`src/rtl/cpu7_ifu_ibuf_if.sv`:
```
`default_nettype none
//============================================================================
// Module      : cpu7_ifu_ibuf_if
// Description : Handshake bundle around the instruction buffer. It carries
//               the fetch-side push port, the decode-side head port, the
//               redirect flush and the occupancy count.
//               Modport slave  : the buffer itself.
//               Modport master : the environment (fetch + decode + exu).
//               Signals:
//                 fdp_ibuf_valid_f / fdp_ibuf_inst_f / fdp_ibuf_pc_f
//                                     fetch -> buffer
//                 ibuf_fdp_ready_f    buffer -> fetch
//                 ibuf_dec_valid_d / ibuf_dec_inst_d / ibuf_dec_pc_d
//                                     buffer -> decode
//                 dec_ibuf_ready_d    decode -> buffer
//                 exu_ibuf_flush      exu    -> buffer
//                 ibuf_cnt            buffer occupancy
// Revision    : 1.0 - initial release
//============================================================================
`ifndef GRLEN
`define GRLEN 32
`endif

interface cpu7_ifu_ibuf_if #(
    parameter int DEPTH = 4,
    parameter int PC_W  = `GRLEN
);
    localparam int CW = $clog2(DEPTH) + 1;

    logic            fdp_ibuf_valid_f;
    logic [31:0]     fdp_ibuf_inst_f;
    logic [PC_W-1:0] fdp_ibuf_pc_f;
    logic            ibuf_fdp_ready_f;
    logic            ibuf_dec_valid_d;
    logic [31:0]     ibuf_dec_inst_d;
    logic [PC_W-1:0] ibuf_dec_pc_d;
    logic            dec_ibuf_ready_d;
    logic            exu_ibuf_flush;
    logic [CW-1:0]   ibuf_cnt;

    modport slave (
        input  fdp_ibuf_valid_f,
        input  fdp_ibuf_inst_f,
        input  fdp_ibuf_pc_f,
        output ibuf_fdp_ready_f,
        output ibuf_dec_valid_d,
        output ibuf_dec_inst_d,
        output ibuf_dec_pc_d,
        input  dec_ibuf_ready_d,
        input  exu_ibuf_flush,
        output ibuf_cnt
    );

    modport master (
        output fdp_ibuf_valid_f,
        output fdp_ibuf_inst_f,
        output fdp_ibuf_pc_f,
        input  ibuf_fdp_ready_f,
        input  ibuf_dec_valid_d,
        input  ibuf_dec_inst_d,
        input  ibuf_dec_pc_d,
        output dec_ibuf_ready_d,
        output exu_ibuf_flush,
        input  ibuf_cnt
    );
endinterface

`default_nettype wire

```
`src/rtl/cpu7_ifu_ibuf.sv`:
```
`default_nettype none
//============================================================================
// Module      : cpu7_ifu_ibuf
// Description : Instruction buffer between fetch and decode. A DEPTH-entry
//               FIFO of {inst, pc} pairs lets fetch keep running while
//               decode stalls. The oldest entry is presented to decode with
//               a valid/ready handshake; a redirect flush empties it.
//               Optional feature macro: CPU7_IBUF_BYPASS_EN
//                 defined   : when empty, fetch data is forwarded to decode
//                             in the same cycle (zero-cycle latency).
//                 undefined : head data comes only from storage (one-cycle
//                             minimum latency, no fetch->decode comb path).
// Ports       : clk   - sole clock, rising edge
//               reset - synchronous, active-high
//               ibuf  - cpu7_ifu_ibuf_if.slave (fetch push port, decode
//                       head port, flush, occupancy count)
// Revision    : 1.0 - initial release
//============================================================================
`ifndef GRLEN
`define GRLEN 32
`endif

module cpu7_ifu_ibuf #(
    parameter int DEPTH = 4,
    parameter int PC_W  = `GRLEN
) (
    input  wire logic          clk,
    input  wire logic          reset,
    cpu7_ifu_ibuf_if.slave     ibuf
);
    localparam int AW = $clog2(DEPTH);
    localparam int CW = AW + 1;
    localparam logic [CW-1:0] C_CNT_FULL = CW'(DEPTH);
    localparam logic [CW-1:0] C_CNT_ZERO = '0;

    logic [31:0]     r_inst_mem [DEPTH];
    logic [PC_W-1:0] r_pc_mem   [DEPTH];
    logic [AW-1:0]   r_wp;
    logic [AW-1:0]   r_rp;
    logic [CW-1:0]   r_cnt;

    logic            w_empty;
    logic            w_ready;
    logic            w_byp;
    logic            w_valid;
    logic            w_push;
    logic            w_pop;
    logic [31:0]     w_inst;
    logic [PC_W-1:0] w_pc;

    assign w_empty = (r_cnt == C_CNT_ZERO);

    // Ready looks only at registered occupancy: a full buffer stays not-ready
    // even while decode pops, keeping decode ready out of the fetch path.
    assign w_ready = !reset && (r_cnt != C_CNT_FULL);

`ifdef CPU7_IBUF_BYPASS_EN
    // Forwarding is held off during reset: fetch is not accepted then, so a
    // forwarded word would be offered again and reach decode twice.
    assign w_byp = w_empty && ibuf.fdp_ibuf_valid_f && !reset && !ibuf.exu_ibuf_flush;
`else
    assign w_byp = 1'b0;
`endif

    always_comb begin
        w_valid = (!w_empty || w_byp) && !ibuf.exu_ibuf_flush;
        w_inst  = '0;
        w_pc    = '0;
        if (w_byp) begin
            w_inst = ibuf.fdp_ibuf_inst_f;
            w_pc   = ibuf.fdp_ibuf_pc_f;
        end else if (w_valid) begin
            w_inst = r_inst_mem[r_rp];
            w_pc   = r_pc_mem[r_rp];
        end
        // A forwarded word that decode takes is never stored.
        w_push = ibuf.fdp_ibuf_valid_f && w_ready && !ibuf.exu_ibuf_flush
                 && !(w_byp && ibuf.dec_ibuf_ready_d);
        // Only a stored head advances the read pointer.
        w_pop  = w_valid && !w_empty && ibuf.dec_ibuf_ready_d;
    end

    // Storage has no reset; pointers and count decide what is live.
    always_ff @(posedge clk) begin
        if (w_push) begin
            r_inst_mem[r_wp] <= ibuf.fdp_ibuf_inst_f;
            r_pc_mem[r_wp]   <= ibuf.fdp_ibuf_pc_f;
        end
    end

    always_ff @(posedge clk) begin
        if (reset || ibuf.exu_ibuf_flush) begin
            r_wp  <= '0;
            r_rp  <= '0;
            r_cnt <= '0;
        end else begin
            if (w_push) begin
                r_wp <= r_wp + 1'b1;
            end
            if (w_pop) begin
                r_rp <= r_rp + 1'b1;
            end
            if (w_push && !w_pop) begin
                r_cnt <= r_cnt + 1'b1;
            end else if (!w_push && w_pop) begin
                r_cnt <= r_cnt - 1'b1;
            end
        end
    end

    assign ibuf.ibuf_fdp_ready_f = w_ready;
    assign ibuf.ibuf_dec_valid_d = w_valid;
    assign ibuf.ibuf_dec_inst_d  = w_inst;
    assign ibuf.ibuf_dec_pc_d    = w_pc;
    assign ibuf.ibuf_cnt         = r_cnt;

endmodule

`default_nettype wire

```
`src/flat_wrapper.sv`:
```
// flat-port wrapper written by rule: the top's interface ports become plain ports
module cpu7_ifu_ibuf_flat 
#(
    parameter int DEPTH = 4,
    parameter int PC_W  = `GRLEN
)
  (clk, reset, ibuf_fdp_ibuf_valid_f, ibuf_fdp_ibuf_inst_f, ibuf_fdp_ibuf_pc_f, ibuf_ibuf_fdp_ready_f, ibuf_ibuf_dec_valid_d, ibuf_ibuf_dec_inst_d, ibuf_ibuf_dec_pc_d, ibuf_dec_ibuf_ready_d, ibuf_exu_ibuf_flush, ibuf_ibuf_cnt);
  cpu7_ifu_ibuf_if #(.DEPTH(DEPTH), .PC_W(PC_W)) ibuf_i ();
  input  wire logic clk;
  input  wire logic reset;
  input wire logic [$bits(ibuf_i.fdp_ibuf_valid_f)-1:0] ibuf_fdp_ibuf_valid_f;
  input wire logic [$bits(ibuf_i.fdp_ibuf_inst_f)-1:0] ibuf_fdp_ibuf_inst_f;
  input wire logic [$bits(ibuf_i.fdp_ibuf_pc_f)-1:0] ibuf_fdp_ibuf_pc_f;
  output wire logic [$bits(ibuf_i.ibuf_fdp_ready_f)-1:0] ibuf_ibuf_fdp_ready_f;
  output wire logic [$bits(ibuf_i.ibuf_dec_valid_d)-1:0] ibuf_ibuf_dec_valid_d;
  output wire logic [$bits(ibuf_i.ibuf_dec_inst_d)-1:0] ibuf_ibuf_dec_inst_d;
  output wire logic [$bits(ibuf_i.ibuf_dec_pc_d)-1:0] ibuf_ibuf_dec_pc_d;
  input wire logic [$bits(ibuf_i.dec_ibuf_ready_d)-1:0] ibuf_dec_ibuf_ready_d;
  input wire logic [$bits(ibuf_i.exu_ibuf_flush)-1:0] ibuf_exu_ibuf_flush;
  output wire logic [$bits(ibuf_i.ibuf_cnt)-1:0] ibuf_ibuf_cnt;
  assign ibuf_i.fdp_ibuf_valid_f = ibuf_fdp_ibuf_valid_f;
  assign ibuf_i.fdp_ibuf_inst_f = ibuf_fdp_ibuf_inst_f;
  assign ibuf_i.fdp_ibuf_pc_f = ibuf_fdp_ibuf_pc_f;
  assign ibuf_ibuf_fdp_ready_f = ibuf_i.ibuf_fdp_ready_f;
  assign ibuf_ibuf_dec_valid_d = ibuf_i.ibuf_dec_valid_d;
  assign ibuf_ibuf_dec_inst_d = ibuf_i.ibuf_dec_inst_d;
  assign ibuf_ibuf_dec_pc_d = ibuf_i.ibuf_dec_pc_d;
  assign ibuf_i.dec_ibuf_ready_d = ibuf_dec_ibuf_ready_d;
  assign ibuf_i.exu_ibuf_flush = ibuf_exu_ibuf_flush;
  assign ibuf_ibuf_cnt = ibuf_i.ibuf_cnt;
  cpu7_ifu_ibuf #(.DEPTH(DEPTH), .PC_W(PC_W)) u_core (.clk(clk), .reset(reset), .ibuf(ibuf_i));
endmodule
```
`config.mk`:
```
export PLATFORM = sky130hd
export DESIGN_NAME = cpu7_ifu_ibuf_flat
export DESIGN_NICKNAME = d
export VERILOG_FILES = /design/src/rtl/cpu7_ifu_ibuf_if.sv /design/src/rtl/cpu7_ifu_ibuf.sv /design/src/flat_wrapper.sv
export SDC_FILE = /design/constraint.sdc
export NUM_CORES = 1
export LEC_CHECK = 0
export ABC_AREA = 1
export BUFFER_PORTS_ARGS = -buffer_cell sky130_fd_sc_hd__buf_4
export CORE_MARGIN = 3
export CORE_UTILIZATION = 57
export CTS_CLUSTER_DIAMETER = 40
export DETAILED_ROUTE_END_ITERATION = 8
export PLACE_DENSITY = 0.83
export SYNTH_ARGS = -nofsm -noshare
export SYNTH_HDL_FRONTEND = slang
export SYNTH_SLANG_ARGS = --single-unit
```
`constraint.sdc`:
```
create_clock -name clk -period 4.89 [get_ports clk]
set_input_delay 0.489 -clock clk [delete_from_list [all_inputs] [get_ports clk]]
set_output_delay 0.489 -clock clk [all_outputs]
set_load 0.05 [all_outputs]
```
==> flow_metrics.env <==
export IMPL_status="completed"
export IMPL_ys_async_sr_fraction_pct=0
export IMPL_fin_skew_ns=0.01035
export IMPL_synthSimpleGateAreaFrac_pct=10.54
export IMPL_ys_flop_type="edfxtp_1"
export IMPL_finalCritPeriodShare_pct=75.73
export IMPL_fmax_mhz=270.0
export IMPL_synth_distinct_cells=19
export IMPL_wire_per_inst_microns=18.93
export IMPL_power_density_nw_per_um2=400.9
export IMPL_first_iter_violations=549
export IMPL_crit_chain="clkinv_2 -> buf_4 -> o21ai_0 -> a21oi_1 -> buf_4"
export IMPL_combPwrFrac_pct=4.6
export IMPL_viasPerCell=5.656
export IMPL_final_setup_viol_count=0
export IMPL_start_kind="flop"
export IMPL_vias=6815
export IMPL_antenna_cells=0
export IMPL_max_cap_viol_count=0
export IMPL_stdcell_count=1205
export IMPL_slew_headroom_pct=35.09
export IMPL_synthMuxAreaShare_pct=0
export IMPL_arrival_ns=3.21
export IMPL_finalNetCount=1032
export IMPL_hp_class="in -> reg"
export IMPL_switchingPower_uw=1021
export IMPL_drc=0
export IMPL_synth_top_family_by_area="simple AND/OR/NAND/NOR gates"
export IMPL_p_seq_share_pct=49.8
export IMPL_place_area_sq_um=11570
export IMPL_path_clk_slew_ns=0.06
export IMPL_end_kind="primary output"
export IMPL_synth_largest_area_cell="edfxtp_1"
export IMPL_crit_family="buffers and inverters"
export IMPL_grt_pass1_wl_mm=35.97
export IMPL_syn_nets=902
export IMPL_p_total_uw=5060
export IMPL_clk_latency_ns=0.53
export IMPL_vdd_drop_max_v=0.0004570
export IMPL_synth_cells=827
export IMPL_synth_xor_area_share_pct=0
export IMPL_p_clk_share_pct=45.6
export IMPL_tightest_slew_ns=0.9714
export IMPL_grt_max_degree=91
export IMPL_syn_area_sq_um=10430
export IMPL_dieWidth_microns=141.3
export IMPL_design_area_sq_um=12620
export IMPL_slowest_stage="dfxtp_4"
export IMPL_io_pins=138
export IMPL_fillers=1143
export IMPL_cts_hold_repair_buffers=0
export IMPL_ys_seq_area_share_pct=75.40
export IMPL_drive_gt1_share_pct=20.92
export IMPL_dieHeight_microns=141.3
export IMPL_path_buf_inv=3
export IMPL_finalMaxSlewViolations=0
export IMPL_root_buffer="clkbuf_16"
export IMPL_p_int_uw=4039
export IMPL_ys_warn_count=0
export IMPL_worstPathMaxFanout=90
export IMPL_cp_required_ns=4.40
export IMPL_finalCriticalPeriod_ns=3.703
export IMPL_synthTopCellsByArea="edfxtp_1, nor2_1, o21ai_0"
export IMPL_final_core_util_pct=71.72
export IMPL_wl_mm=22.82
export IMPL_synthAdderAreaFrac_pct=0.7915
export IMPL_gp_congestion=0.7892
export IMPL_yosys_top_cells_count="nor2_1, edfxtp_1, o21ai_0"
export IMPL_cp_slowest_stage_delay_ns=0.77
export IMPL_tns_ns=0
export IMPL_synth_compound_area_share_pct=9.546
export IMPL_synth_top_area_share_pct=73.68
export IMPL_synth_seq_cells=265
export IMPL_dp_cells=1150
export IMPL_first_pass_iters=5
export IMPL_first_global_vias=6990
export IMPL_rsz0062_at_grt="no"
export IMPL_avgSynthCellArea_sq_um=12.62
export IMPL_synth_edf_count=256
export IMPL_critical_path_class="reg -> out"
export IMPL_p_sw_share_pct=20.18
export IMPL_h_tree_depth=1
export IMPL_portBuffers=137
export IMPL_total_leakage_power_uw=0.004577
export IMPL_cts_made_buffers=30
export IMPL_start_util_pct=59.29
export IMPL_rows=48
export IMPL_dieArea_sq_um=19960
export IMPL_hpwl_mm=12.60
export IMPL_hold_viol=0
export IMPL_clockBufferDepth=3
export IMPL_yosysMostFrequentCell="nor2_1"
export IMPL_coreArea_sq_um=17600
export IMPL_syn2layout_area_growth_pct=20.96
export IMPL_cts_resized_gates=0
export IMPL_grt_ovfl_total=0
export IMPL_detail_route_antenna_nets=0
export IMPL_grt_antenna_before_repair=0
export IMPL_cts_sinks=265
export IMPL_path_common_cell="buf_4"
export IMPL_grt_use_total_pct=22.99
export IMPL_cts_setup_buffers=0
export IMPL_tritoncts="built"
==> cells by family after synthesis <==
logic type | after synthesis
buffers and inverters | 66
flip-flops | 265
AND/OR/NAND/NOR | 291
AO/OA/AOI/OAI | 199
adder cells (fa/ha/maj) | 6
==> cell type report <==
| type | count | area [sq um] | share of cell area (%) |
|---|---|---|---|
| clock buffers | 36 | 814.5 | 6.454 |
| clock inverters | 19 | 239.0 | 1.894 |
| inverters | 18 | 68.82 | 0.5453 |
| multi-input cells | 496 | 2211 | 17.52 |
| flip-flops and latches | 265 | 7873 | 62.38 |
| well taps | 225 | 281.5 | 2.231 |
| repair buffers | 146 | 1134 | 8.982 |
==> metal layers <==
| layer | vias to the layer above | track usage [%] | part of all wire [%] |
|---|---|---|---|
| li1 | 3172 | - | - |
| met4 | 0 | 8.414 | 2.9 |
| met3 | 52 | 4.011 | 8.0 |
| met1 | 3286 | 29.95 | 39 |
| met2 | 305 | 39.20 | 50 |
| met5 | - | 0 | 0 |
==> sequential cells by signal, summed over array words and instances (netlist names), named ones only <==
| name | cells |
|---|---|
| u_core.r_inst_mem | 128 |
| u_core.r_pc_mem | 128 |
| u_core.ibuf.ibuf_cnt | 3 |
| u_core.r_rp | 2 |
| u_core.r_wp | 2 |
==> cell usage in the layout (no fill, tap or decap), types with 3 or more instances in the layout <==
cell type	synthesis	final
nor2_1	271	267
edfxtp_1	256	256
buf_4	9	143
o21ai_0	121	121
a21oi_1	68	68
clkbuf_16	0	31
inv_1	16	16
nand2_1	16	15
o21ai_1	10	10
dfxtp_1	9	7
clkinv_2	0	5
ha_1	5	5
bufinv_16	0	5
nor2_4	0	4
clkbuf_1	15	3
clkinv_1	0	3
clkinvlp_4	0	3
buf_12	0	3
==> power by group through the flow <==
stage	Clock [uW]	Sequential (uW)	Combinational (uW)
2_1_floorplan	0	2570	119
3_3_place_gp	0	2570	224
3_5_place_dp	0	2570	230
4_1_cts	2330	2520	232
5_1_grt	2440	2520	250
6_report	2310	2520	231
==> through the flow <==
stage,hold slack [ns],setup WS (ns)
6_report,0.1425,1.187
3_3_place_gp,0.4782,1.854
2_1_floorplan,0.4684,0.4444
5_1_grt,0.1386,0.9628
4_1_cts,0.1341,1.154
3_5_place_dp,0.4931,1.777
==> worst paths after layout <==
kind / from / end / slack, ns / cells after the start
setup reg to reg: u_core.ibuf.ibuf_cnt[0] / u_core.r_inst_mem[1][26] / 2.28 / 7
hold / removal: ibuf_fdp_ibuf_inst_f[16] / u_core.r_inst_mem[2][16] / 0.14 / 1
setup / recovery: flop / ibuf_ibuf_dec_pc_d[11] / 1.19 / 5
hold reg to reg: u_core.r_rp[1] / flop / 0.51 / 2
No activity file was read; power rests on OpenSTA's default activity.
